[src/rtl/note_scorer.sv]
`timescale 1ns/1ps
// note_scorer: three-lane rhythm game scorer.
// Synchronizes and edge-detects the lane buttons, classifies each lane's
// press / note-exit as hit, miss or ignored, and keeps score, combo and
// miss totals while a game is in PLAY. The game ends as WIN when the score
// reaches TARGET_SCORE or as LOSE when misses reach MAX_MISS.
//
// Ports
//   clk         system clock, rising edge
//   reset       asynchronous, active-high
//   start       level, IDLE -> PLAY (clears counters and consumed flags)
//   abort       level, PLAY/WIN/LOSE -> IDLE (counters hold)
//   btn[2:0]    raw asynchronous lane buttons ([2]=red, [1]=green, [0]=blue)
//   note_near   per lane, a note is inside the hit window
//   note_exit   per lane, one-cycle pulse when a note leaves the screen
//   score       accumulated points, saturating at 255
//   combo       consecutive hits since the last miss, saturating at 63
//   miss_count  total misses, saturating at 15
//   hit_pulse   per lane, one-cycle hit indication
//   miss_pulse  per lane, one-cycle miss indication
//   state       IDLE=00, PLAY=01, WIN=10, LOSE=11
module note_scorer #(
    parameter logic [7:0] TARGET_SCORE = 8'd100,
    parameter logic [3:0] MAX_MISS     = 4'd10
) (
    input  logic       clk,
    input  logic       reset,
    input  logic       start,
    input  logic       abort,
    input  logic [2:0] btn,
    input  logic [2:0] note_near,
    input  logic [2:0] note_exit,
    output logic [7:0] score,
    output logic [5:0] combo,
    output logic [3:0] miss_count,
    output logic [2:0] hit_pulse,
    output logic [2:0] miss_pulse,
    output logic [1:0] state
);

    localparam int unsigned LANES   = 3;
    localparam int unsigned SCORE_W = 8;
    localparam int unsigned COMBO_W = 6;
    localparam int unsigned MISS_W  = 4;

    typedef enum logic [1:0] {
        ST_IDLE = 2'b00,
        ST_PLAY = 2'b01,
        ST_WIN  = 2'b10,
        ST_LOSE = 2'b11
    } state_t;

    state_t state_q;
    state_t state_d;

    logic [LANES-1:0] sync1_q;
    logic [LANES-1:0] sync2_q;
    logic [LANES-1:0] prev_q;
    logic [LANES-1:0] armed_q;
    logic [1:0]       settle_q;
    logic [LANES-1:0] consumed_q;
    logic [LANES-1:0] consumed_d;

    logic [LANES-1:0] press_c;
    logic [LANES-1:0] hit_c;
    logic [LANES-1:0] miss_c;
    logic [1:0]       nhit_c;
    logic [1:0]       nmiss_c;
    logic [2:0]       points_c;

    logic [SCORE_W:0] score_sum_c;
    logic [COMBO_W:0] combo_sum_c;
    logic [MISS_W:0]  miss_sum_c;
    logic [SCORE_W-1:0] score_upd_c;
    logic [COMBO_W-1:0] combo_upd_c;
    logic [MISS_W-1:0]  miss_upd_c;

    logic [SCORE_W-1:0] score_d;
    logic [COMBO_W-1:0] combo_d;
    logic [MISS_W-1:0]  miss_d;
    logic [LANES-1:0]   hit_d;
    logic [LANES-1:0]   missp_d;

    // Button synchronizer and rising-edge detector.
    // settle_q marks when sync2_q carries real button samples after reset;
    // a lane is only armed once it has been seen low, so a button held
    // through reset produces no strobe until it is released and pressed.
    always_ff @(posedge clk or posedge reset) begin
        if (reset) begin
            sync1_q  <= '0;
            sync2_q  <= '0;
            prev_q   <= '0;
            armed_q  <= '0;
            settle_q <= '0;
        end else begin
            sync1_q  <= btn;
            sync2_q  <= sync1_q;
            prev_q   <= sync2_q;
            settle_q <= {settle_q[0], 1'b1};
            armed_q  <= armed_q | ({LANES{settle_q[1]}} & ~sync2_q);
        end
    end

    // Per-lane event classification; a miss suppresses a same-lane hit.
    always_comb begin
        press_c = sync2_q & ~prev_q & armed_q;
        miss_c  = (press_c & ~note_near) | (note_exit & ~consumed_q);
        hit_c   = press_c & note_near & ~consumed_q & ~miss_c;
    end

    // Event counts and saturating counter updates.
    always_comb begin
        nhit_c  = '0;
        nmiss_c = '0;
        for (int i = 0; i < LANES; i++) begin
            nhit_c  = nhit_c + 2'(hit_c[i]);
            nmiss_c = nmiss_c + 2'(miss_c[i]);
        end

        // Points per hit depend on the combo held before this cycle.
        points_c = (combo >= 6'd8) ? {nhit_c, 1'b0} : {1'b0, nhit_c};

        score_sum_c = 9'(score) + 9'(points_c);
        combo_sum_c = 7'(combo) + 7'(nhit_c);
        miss_sum_c  = 5'(miss_count) + 5'(nmiss_c);

        score_upd_c = score_sum_c[SCORE_W] ? 8'hFF : score_sum_c[SCORE_W-1:0];
        if (nmiss_c != 2'd0) begin
            combo_upd_c = '0;
        end else if (combo_sum_c > 7'd63) begin
            combo_upd_c = 6'd63;
        end else begin
            combo_upd_c = combo_sum_c[COMBO_W-1:0];
        end
        miss_upd_c = miss_sum_c[MISS_W] ? 4'hF : miss_sum_c[MISS_W-1:0];
    end

    // Game state machine: next state and next register values.
    always_comb begin
        state_d    = state_q;
        score_d    = score;
        combo_d    = combo;
        miss_d     = miss_count;
        hit_d      = '0;
        missp_d    = '0;
        consumed_d = consumed_q & note_near;

        case (state_q)
            ST_IDLE: begin
                if (start) begin
                    state_d    = ST_PLAY;
                    score_d    = '0;
                    combo_d    = '0;
                    miss_d     = '0;
                    consumed_d = '0;
                end
            end
            ST_PLAY: begin
                if (abort) begin
                    state_d = ST_IDLE;
                end else begin
                    score_d    = score_upd_c;
                    combo_d    = combo_upd_c;
                    miss_d     = miss_upd_c;
                    hit_d      = hit_c;
                    missp_d    = miss_c;
                    consumed_d = (consumed_q | hit_c) & note_near;
                    // Loss is checked first so it wins a simultaneous win.
                    if (miss_upd_c >= MAX_MISS) begin
                        state_d = ST_LOSE;
                    end else if (score_upd_c >= TARGET_SCORE) begin
                        state_d = ST_WIN;
                    end
                end
            end
            ST_WIN, ST_LOSE: begin
                if (abort) begin
                    state_d = ST_IDLE;
                end
            end
            default: begin
                state_d = ST_IDLE;
            end
        endcase
    end

    // State and output registers.
    always_ff @(posedge clk or posedge reset) begin
        if (reset) begin
            state_q    <= ST_IDLE;
            score      <= '0;
            combo      <= '0;
            miss_count <= '0;
            hit_pulse  <= '0;
            miss_pulse <= '0;
            consumed_q <= '0;
        end else begin
            state_q    <= state_d;
            score      <= score_d;
            combo      <= combo_d;
            miss_count <= miss_d;
            hit_pulse  <= hit_d;
            miss_pulse <= missp_d;
            consumed_q <= consumed_d;
        end
    end

    assign state = state_q;

endmodule

[config.mk]
export PLATFORM = sky130hd
export DESIGN_NAME = note_scorer
export DESIGN_NICKNAME = d
export VERILOG_FILES = /design/src/rtl/note_scorer.sv
export SDC_FILE = /design/constraint.sdc
export NUM_CORES = 1
export LEC_CHECK = 0
export BUFFER_PORTS_ARGS = -buffer_cell sky130_fd_sc_hd__buf_4
export CORE_UTILIZATION = 35
export DETAILED_ROUTE_END_ITERATION = 10
export GPL_TIMING_DRIVEN = 1
export PLACE_DENSITY = 0.57
export SLEW_MARGIN = 0
export SYNTH_ARGS = -nofsm -noshare
export SYNTH_HDL_FRONTEND = slang
export SYNTH_SLANG_ARGS = --single-unit
[constraint.sdc]
create_clock -name clk -period 3.2 [get_ports clk]
set_input_delay 0.64 -clock clk [delete_from_list [all_inputs] [get_ports clk]]
set_output_delay 0.64 -clock clk [all_outputs]
set_load 0.1 [all_outputs]
==> impl_metrics.json <==
{
  "outcome": "finished with violations",
  "violations": "negative setup slack",
  "grt-ovfl-total": 0,
  "antenna_found_initial": 0,
  "cpPeakStageDelay_ns": 0.49,
  "holdBufCountCts": 0,
  "power.density_nw_per_um2": 726.6,
  "critPathRequiredTime_ns": 3.38,
  "power_switching_mw": 0.9277,
  "final_cell_mix": "buf_4, dfrtp_1, nor2_1",
  "nNetsFinal": 302,
  "switching_share_pct": 44.37,
  "ir_worst_vdd_mv": 0.5383,
  "fmax_mhz": 296.2,
  "min_path_type": "reg -> reg",
  "fin_util_pct": 50.71,
  "place_ws_ns": -0.3466,
  "grt_pass1_wl_um": 8231,
  "setup_viol": 2,
  "endpoint_kind": "flop",
  "clk_pin_slew_ns": 0.08,
  "power.internal_mw": 1.163,
  "yosys.area_share.xor_xnor_pct": 0.8299,
  "period_needed_ns": 3.377,
  "clock_latency_ns": 0.30,
  "cts_inserted_buffers": 5,
  "synth_top_family_by_area": "simple AND/OR/NAND/NOR gates",
  "synth_compound_area_share_pct": 15.71,
  "n_antenna_cell": 0,
  "final_hold_viol_count": 0,
  "nFillCells": 528,
  "clockBufferDepth": 2,
  "wirelength_um": 4869,
  "drc_errors": 0,
  "syn_area_um2": 2111,
  "layout_commonest_cell": "buf_4",
  "vias": 1753,
  "yosysWarnings": 0,
  "muxShareOfSynthArea_pct": 1.008,
  "setup_slack_ns": -0.1766,
  "grt_max_degree": 44,
  "crit_path_start_kind": "flop",
  "synth-simple-area-share_pct": 18.85,
  "leakagePower_nw": 1.358,
  "rsz0062_at_grt": "true",
  "cp_slowest_cell": "fa_1",
  "drive_above_1_share_pct": 30.22,
  "io_pins": 39,
  "grt_pass1_vias": 1729,
  "finalCritPeriodShare_pct": 105.5,
  "p_comb_share_pct": 42.5,
  "rows": 27,
  "die_y_um": 79.66,
  "io_buffers": 38,
  "core_um2": 5675,
  "synthAdderAreaFrac_pct": 8.892,
  "syn_nets": 235,
  "path_cells": "nand3b_1, nor4b_4, fa_1, mux2_4, ha_4, a21o_1, or4_1, a21oi_1, nor3_1, o2111a_1, a211o_1",
  "seqPwrFrac_pct": 32.7,
  "worstMarginPinSlew_ns": 0.5778,
  "cp.buffers_inverters": 0,
  "globalplace.congestion": 0.8127,
  "worstPathMaxFanout": 3,
  "drv_slew": 0,
  "root_buffer": "clkbuf_8",
  "viasPerCell": 5.009,
  "track_usage_pct": 16.94,
  "antenna_left": 0,
  "fin_worst_skew_ns": 0.005069,
  "crit_arrival_ns": 3.56,
  "critPathKind": "reg -> reg",
  "htreeDepth": 2,
  "yosysUniqueCellTypes": 38,
  "syn_to_final_growth_pct": 36.34,
  "clkPwrFrac_pct": 24.7,
  "die_w_um": 79.66,
  "syn_inst": 210,
  "hpwl_um": 3570,
  "drt_first_iter_violations": 70,
  "postSynthAreaPerCell_um2": 10.05,
  "maxCapViolations": 0,
  "clkSinkCount": 43,
  "yosysSeqAreaShare_pct": 50.98,
  "regArea_um2": 1076,
  "drt-wirelength-per-cell_um": 13.91,
  "tritoncts": "yes",
  "timing.slew.headroom_pct": 61.34,
  "ys_ff_latch": 43,
  "die-area_um2": 6346,
  "initial_core_util_pct": 37.19,
  "crit_family": "simple AND/OR/NAND/NOR gates",
  "first_pass_iters": 4,
  "multi_input_area_um2": 1035
}
power groups by stage:
stage	registers [mW]	clock network, mW	logic [mW]
after floorplan	1.09	0	0.249
after global placement	0.694	0	0.876
after detailed placement	0.697	0	0.886
after CTS	0.685	0.535	0.891
after global routing	0.699	0.559	0.950
final	0.684	0.517	0.889
logic make-up after synthesis:
| family | count (synthesis) |
|---|---|
| fa+ha+maj | 12 |
| mux | 2 |
| xor+xnor | 2 |
| compound gates | 54 |
| other cells | 1 |
| flops | 43 |
| simple gates | 76 |
| buf+inv | 20 |
layout make-up:
cell class / instances / area share, %
multi-input cells: 147 / 35.96
flip-flops and latches: 43 / 37.39
clock inverters: 3 / 2.478
inverters: 17 / 2.217
well taps: 72 / 3.130
clock buffers: 5 / 2.391
repair buffers: 63 / 16.43
synth_stat cells, drive strengths merged:
master / count / share of area (%)
o2111ai: 1 / 0.42
o22ai: 1 / 0.30
conb: 1 / 0.18
clkbuf: 3 / 0.53
o2111a: 1 / 0.53
a21o: 4 / 1.4
nor4b: 4 / 1.7
mux2: 1 / 0.53
nor2b: 5 / 1.5
and4b: 2 / 0.95
o21ai: 12 / 2.8
a211oi: 2 / 0.71
a21oi: 19 / 4.5
a21boi: 1 / 0.36
nor2: 26 / 4.6
a211o: 1 / 0.42
o21a: 2 / 0.71
nand2: 9 / 1.7
xnor2: 2 / 0.83
nand3b: 3 / 1.1
a22o: 1 / 0.42
a31oi: 6 / 1.8
o21ba: 1 / 0.47
and2: 6 / 1.8
nor3b: 1 / 0.36
o22a: 2 / 0.83
ha: 7 / 4.1
mux2i: 1 / 0.47
nor4: 2 / 0.59
or4: 1 / 0.36
nor3: 11 / 2.6
and3: 3 / 0.95
fa: 5 / 4.7
inv: 17 / 3.0
nand3: 3 / 0.71
dfrtp: 43 / 51
repair_timing:
item,4_1_cts,5_1_grt
resized for setup,0,6
setup buffers,1,2
setup endpoints to repair,2,6
pin swaps,2,2
per-stage QoR:
step	total power, mW	std cells	hold WS, ns	area [um2]	TNS, ns
after global placement	1.570	339	0.3344	2704	-0.6731
after detailed placement	1.582	339	0.3371	2704	-0.8699
after floorplan	1.337	210	0.3312	2175	-0.07560
after global routing	2.208	350	0.3624	2878	-0.5627
after CTS	2.111	348	0.3579	2851	-0.1782
final	2.091	350	0.3540	2878	-0.2336
worst paths after layout:
kind / slack, ns / to / start / depth (start not counted)
max: -0.18 / state[0] / prev_q[2] / 11
min: 0.35 / sync2_q[0] / sync1_q[0] / 0
max reg2reg: -0.18 / state[0] / prev_q[2] / 11
min reg2reg: 0.35 / sync2_q[0] / sync1_q[0] / 0
max in group asynchronous: 2.34 / score[4] / reset / 3
min in group asynchronous: 0.48 / combo[0] / reset / 3
sequential cells by signal, summed over array words and instances (netlist names):
name	count
score	8
combo	6
miss_count	4
armed_q	3
consumed_q	3
hit_pulse	3
miss_pulse	3
prev_q	3
sync1_q	3
sync2_q	3
settle_q	2
state	2
routing by layer:
layer	vias up	share of wire [%]	track usage [%]
li1	866	-	-
met1	842	48	22.56
met2	40	47	28.03
met3	5	4.2	3.657
met4	0	0.70	3.818
met5	-	0	0
(Power assumes the default switching activity.)
